`src/rtl/qtable_updater.sv`:
```
// qtable_updater: Bellman update client of the qtable BRAM; reads Q(s,a) and Q(s',0..3), writes Q(s,a).
// Define QUPD_SATURATE_EN to clamp q_new to the DATA_WIDTH signed range instead of wrapping.
module qtable_updater #(
    parameter int S_WIDTH     = 6,
    parameter int A_WIDTH     = 2,
    parameter int ADDR_WIDTH  = 8,
    parameter int DATA_WIDTH  = 32,
    parameter int ALPHA_SHIFT = 1,
    parameter int GAMMA_SHIFT = 3
) (
    input  logic                  i_clk,
    input  logic                  i_rst,
    input  logic                  i_valid,
    output logic                  o_ready,
    input  logic [S_WIDTH-1:0]    i_state,
    input  logic [A_WIDTH-1:0]    i_action,
    input  logic [S_WIDTH-1:0]    i_next_state,
    input  logic [DATA_WIDTH-1:0] i_reward,
    output logic                  o_rd_en,
    output logic [ADDR_WIDTH-1:0] o_rd_addr,
    input  logic [DATA_WIDTH-1:0] i_rd_data,
    output logic                  o_wr_en,
    output logic [ADDR_WIDTH-1:0] o_wr_addr,
    output logic [DATA_WIDTH-1:0] o_wr_data,
    output logic                  o_done,
    output logic [A_WIDTH-1:0]    o_best_action
);
    localparam int W = DATA_WIDTH + 2;
    typedef enum logic [2:0] {IDLE, RD, WAIT, CALC, WR} state_t;
    state_t state, state_n;
    logic [2:0] cnt, cap_k;
    logic cap_v;
    logic [S_WIDTH-1:0] s_q, sp_q;
    logic [A_WIDTH-1:0] a_q, best;
    logic [DATA_WIDTH-1:0] r_q, qsa, mx, q_out;
    logic signed [W-1:0] r_e, q_e, mx_e, tgt, dlt, qn;

    always_comb begin
        state_n = state;
        case (state)
            IDLE:    state_n = i_valid ? RD : IDLE;
            RD:      state_n = (cnt == 3'd4) ? WAIT : RD;
            WAIT:    state_n = CALC;
            CALC:    state_n = WR;
            default: state_n = IDLE;
        endcase
    end

    assign o_ready   = state == IDLE;
    assign o_rd_en   = state == RD;
    assign o_wr_en   = state == WR;
    assign o_done    = o_wr_en;
    // cnt parks at 4 after the burst, so the last read address is held
    assign o_rd_addr = (cnt == 3'd0) ? {s_q, a_q} : {sp_q, A_WIDTH'(cnt - 3'd1)};

    assign r_e  = {{2{r_q[DATA_WIDTH-1]}}, r_q};
    assign q_e  = {{2{qsa[DATA_WIDTH-1]}}, qsa};
    assign mx_e = {{2{mx[DATA_WIDTH-1]}}, mx};
    assign tgt  = r_e + mx_e - (mx_e >>> GAMMA_SHIFT);
    assign dlt  = tgt - q_e;
    assign qn   = q_e + (dlt >>> ALPHA_SHIFT);

`ifdef QUPD_SATURATE_EN
    localparam logic signed [W-1:0] QMAX = {3'b000, {(DATA_WIDTH-1){1'b1}}};
    localparam logic signed [W-1:0] QMIN = {3'b111, {(DATA_WIDTH-1){1'b0}}};
    assign q_out = (qn > QMAX) ? QMAX[DATA_WIDTH-1:0] : (qn < QMIN) ? QMIN[DATA_WIDTH-1:0] : qn[DATA_WIDTH-1:0];
`else
    assign q_out = qn[DATA_WIDTH-1:0];
`endif

    always_ff @(posedge i_clk) begin
        if (i_rst) begin
            state         <= IDLE;
            cnt           <= '0;
            cap_v         <= 1'b0;
            cap_k         <= '0;
            s_q           <= '0;
            a_q           <= '0;
            sp_q          <= '0;
            r_q           <= '0;
            qsa           <= '0;
            mx            <= '0;
            best          <= '0;
            o_wr_addr     <= '0;
            o_wr_data     <= '0;
            o_best_action <= '0;
        end else begin
            state <= state_n;
            cap_v <= o_rd_en;
            cap_k <= cnt;
            if (o_ready && i_valid) begin
                s_q  <= i_state;
                a_q  <= i_action;
                sp_q <= i_next_state;
                r_q  <= i_reward;
                cnt  <= '0;
            end else if (o_rd_en && cnt != 3'd4) begin
                cnt <= cnt + 3'd1;
            end
            // strict greater-than keeps the lowest action index on ties
            if (cap_v) begin
                if (cap_k == 3'd0) begin
                    qsa <= i_rd_data;
                end else if (cap_k == 3'd1 || $signed(i_rd_data) > $signed(mx)) begin
                    mx   <= i_rd_data;
                    best <= A_WIDTH'(cap_k - 3'd1);
                end
            end
            if (state == CALC) begin
                o_wr_addr     <= {s_q, a_q};
                o_wr_data     <= q_out;
                o_best_action <= best;
            end
        end
    end
endmodule

```
`config.mk`:
```
export PLATFORM = sky130hd
export DESIGN_NAME = qtable_updater
export DESIGN_NICKNAME = d
export VERILOG_FILES = /design/src/rtl/qtable_updater.sv
export SDC_FILE = /design/constraint.sdc
export NUM_CORES = 1
export LEC_CHECK = 0
export CAP_MARGIN = 20
export CORE_UTILIZATION = 43
export DETAILED_ROUTE_END_ITERATION = 8
export SYNTH_ARGS = -nofsm -noshare
export SYNTH_HDL_FRONTEND = slang
export SYNTH_SLANG_ARGS = --single-unit
export TNS_END_PERCENT = 30
```
`constraint.sdc`:
```
create_clock -name i_clk -period 9.5 [get_ports i_clk]
set_input_delay 1.425 -clock i_clk [delete_from_list [all_inputs] [get_ports i_clk]]
set_output_delay 1.425 -clock i_clk [all_outputs]
set_load 0.005 [all_outputs]
```
==> reports/metrics.cfg <==
[timing]
post_route_hold_slack_ns = 0.453
rsz0062_at_grt = no
worst_pin_slew_ns = 1.05
period_minus_slack_ns = 6.41
finalHoldViolCount = 0
maxSlewHeadroom_pct = 29.6
fmaxAchievable_mhz = 156
final_count_of_pins_violating_max_slew = 0
setup_slack_ns = 3.09
clock-skew-final_ns = 0.0154
fin_tns_setup_ns = 0
setup_violations = 0
fin_crit_sh_pct = 67.5

[setup_path]
cp_data_required_time_ns = 9.78
timing.critical_path.to_type = flop
setup.worst_path.class = flop to flop
critical_path.max_fanout = 6
worstReg2RegStart = mx[3]$_SDFFE_PP0P_
setup.worst_path.start_class = flop
critical_path_arrival_ns = 6.70
critical_path.max_stage_delay_ns = 0.55
worst_r2r_path_depth = 25
timing.critical_path.slowest_stage_cell = sky130_fd_sc_hd__a2bb2oi_1
regToRegEndpoint = o_wr_data[31]$_SDFFE_PP0P_
setup.reg_to_reg.worst_slack_ns = 3.09
cpMostUsedCell = sky130_fd_sc_hd__inv_1

[detailed_routing]
drc = 0
drt_wl_total_microns = 30200
per_cell_routed_wire_length_microns = 16.4
drt-pass1-iter-count = 4
drtAntennaViolNets = 0
drtIter0Drc = 564
detail_route.vias_per_cell = 5.27
route.vias.total = 9700

[die]
floorplan.die.height_microns = 165
rows = 59
floorplan.die.width_microns = 165
die-area_sq_mm = 0.0272
coreArea_sq_mm = 0.0261
top_level_ports = 135
initial_core_util_pct = 43.8

[place]
place_congestion = 0.939
place.detailed.hpwl_microns = 22300
postPlaceCellArea_sq_mm = 0.0130
buffer_ports.inserted = 134
placed_cells_incl_taps = 1805
pre_cts_slack_ns = 3.13

[clocking]
clock_sinks = 164
clk_pin_slew_ns = 0.08
cts_tree = yes
worst_skew_pair.late_latency_ns = 0.44
cts_buffer_depth = 2
clock_root_cell = sky130_fd_sc_hd__clkbuf_16
cts-htree-levels = 4
post-cts-setup-buffer-count = 0
cts_resized = 0
numCtsBuffers = 17
postCtsHoldBufs = 0

[cells_and_area]
layout.cells.most_common_list = sky130_fd_sc_hd__nand2_1 (267), sky130_fd_sc_hd__a21oi_1 (171), sky130_fd_sc_hd__dfxtp_1 (164), sky130_fd_sc_hd__clkdlybuf4s50_1 (133), sky130_fd_sc_hd__inv_1 (128)
antenna_cells = 0
layout.cells.most_common = sky130_fd_sc_hd__nand2_1
fin_nets = 1738
fraction_of_final_layout_cells_sized_beyond_drive_strength_1_pct = 4.06
layout-area-overhead-vs-synth_pct = 19.7
final_util_pct = 52.4
finish.cell_count_without_fillers = 1839
finalInstanceArea_sq_mm = 0.0137

[power]
p_leak_nw = 5.50
p_total_mw = 2.53
power.density_cell_area_mw_per_mm2 = 186
worst_ir_drop_vdd_mv = 0.134

[worst_hold_path]
min_path_type = flop to flop
hold_start = o_best_action[0]$_SDFFE_PP0P_
hold_end = o_best_action[0]$_SDFFE_PP0P_
worstHoldPathCells = 2

[synth]
synthCells = 1389
synth_nets = 1636
ys_seq_elements = 164
synth_seq_area_share_pct = 28.8
synth_top_flop_cell = sky130_fd_sc_hd__dfxtp_1
mappedNetlistArea_sq_mm = 0.0114
synth_largest_area_cell = sky130_fd_sc_hd__dfxtp_1
post_synth_num_cell_types = 73
synth_top_area_share_pct = 28.8
ys_top_cells_by_area = sky130_fd_sc_hd__dfxtp_1 (29%), sky130_fd_sc_hd__fa_1 (12%), sky130_fd_sc_hd__ha_1 (11%), sky130_fd_sc_hd__nand2_1 (8.8%), sky130_fd_sc_hd__a21oi_1 (7.5%)
postSynth.asyncResetShare_pct = 0
synth_enable_flop_cells = 0
ys_warn_count = 0
post_synth.cell_area_avg_sq_um = 8.21

[global_route]
overflow = 0
via_count_of_the_first_global_routing_pass = 9434
global_route.usage.total_pct = 22.9
first_pass_grt_wire_length_microns = 48500
antenna_violations_before_repair = 0
grt_start_max_net_pins = 92

[run]
drv_cap = 0

[outcome]
run_status = finished clean

-- area by class of cell --
class                   count  area, sq um
repair buffers            142         1420
flip-flops and latches    164         3280
fillers                  2532        12400
well taps                 335          419
multi-input cells        1037         7410
clock inverters            15          218
clock buffers              17          425
inverters                 129          484
-- per-layer routing --
layer  up-vias  track usage (%)  routed length [microns]
li1       4908                -                        -
met1      4557             30.7                    14300
met2       214             37.6                    14000
met3        21             4.60                     1490
met4         0             5.67                      423
met5         -                0                        0
-- where the power goes --
part / internal, mW / switching, mW
combinational: 0.452 / 0.621
sequential: 0.708 / 0.0176
clock: 0.384 / 0.353
-- kinds of logic (layout without fill, tap and decap cells) --
family	Yosys count	after routing	share of synthesized area, %
AND/OR/NAND/NOR	456	456	17.3
AO/OA/AOI/OAI	333	333	18.2
buffers and inverters	188	303	6.35
adder cells (fa/ha/maj)	166	166	22.6
flip-flops	164	164	28.8
XOR/XNOR	49	49	3.88
multiplexers	33	33	2.90
-- synth_stat cells (4+ instances only) --
cell type	number
sky130_fd_sc_hd__o21bai_1	8
sky130_fd_sc_hd__fa_1	66
sky130_fd_sc_hd__nand2_1	267
sky130_fd_sc_hd__xor2_1	13
sky130_fd_sc_hd__o221ai_1	4
sky130_fd_sc_hd__o21ai_0	25
sky130_fd_sc_hd__buf_2	6
sky130_fd_sc_hd__nand4_1	18
sky130_fd_sc_hd__inv_1	128
sky130_fd_sc_hd__a211o_1	4
sky130_fd_sc_hd__a21o_1	37
sky130_fd_sc_hd__o21ai_1	4
sky130_fd_sc_hd__xnor2_1	35
sky130_fd_sc_hd__or3_1	4
sky130_fd_sc_hd__clkbuf_1	47
sky130_fd_sc_hd__nand3_1	18
sky130_fd_sc_hd__a31oi_1	7
sky130_fd_sc_hd__and2_1	5
sky130_fd_sc_hd__nor3_1	18
sky130_fd_sc_hd__ha_1	100
sky130_fd_sc_hd__o21a_1	13
sky130_fd_sc_hd__nor2_1	85
sky130_fd_sc_hd__mux2i_1	33
sky130_fd_sc_hd__a211oi_1	17
sky130_fd_sc_hd__nand2b_1	9
sky130_fd_sc_hd__o211ai_1	9
sky130_fd_sc_hd__a21oi_1	171
sky130_fd_sc_hd__nor3b_1	4
sky130_fd_sc_hd__dfxtp_1	164
sky130_fd_sc_hd__nor2b_1	5
-- state kept, by name (all words and copies together), names as in the netlist, 2 cells and up --
signal and flops:
mx 32, r_q 32, cap_k 3, qsa 32
o_wr_addr 8, cnt 3, a_q 2, state 3
o_wr_data 32, o_best_action 2, sp_q 6, best 2
s_q 6
-- how the worst max path moves through the flow --
stage	startpoint	to	slack, ns	cells past startpoint
after floorplan	r_q[7]$_SDFFE_PP0P_	o_wr_data[31]$_SDFFE_PP0P_	3.83	23
after global placement	r_q[7]$_SDFFE_PP0P_	o_wr_data[31]$_SDFFE_PP0P_	3.34	23
after detailed placement	r_q[7]$_SDFFE_PP0P_	o_wr_data[31]$_SDFFE_PP0P_	3.13	23
after CTS	r_q[7]$_SDFFE_PP0P_	o_wr_data[31]$_SDFFE_PP0P_	3.08	23
after global routing	mx[3]$_SDFFE_PP0P_	o_wr_data[31]$_SDFFE_PP0P_	2.64	25
final	mx[3]$_SDFFE_PP0P_	o_wr_data[31]$_SDFFE_PP0P_	3.09	25
-- worst max-delay path: cells and delay by family, from the launching register on --
family / cells / cell delay, ns
AOI/OAI and AO/OA: 13 / 2.81
adders and majority gates: 4 / 1.50
and+or+nand+nor: 4 / 0.98
xor gates and xnor gates: 1 / 0.36
DFF: 1 / 0.34
buffers and inverters: 3 / 0.25
Note: power is estimated with default switching activity, not from simulation.
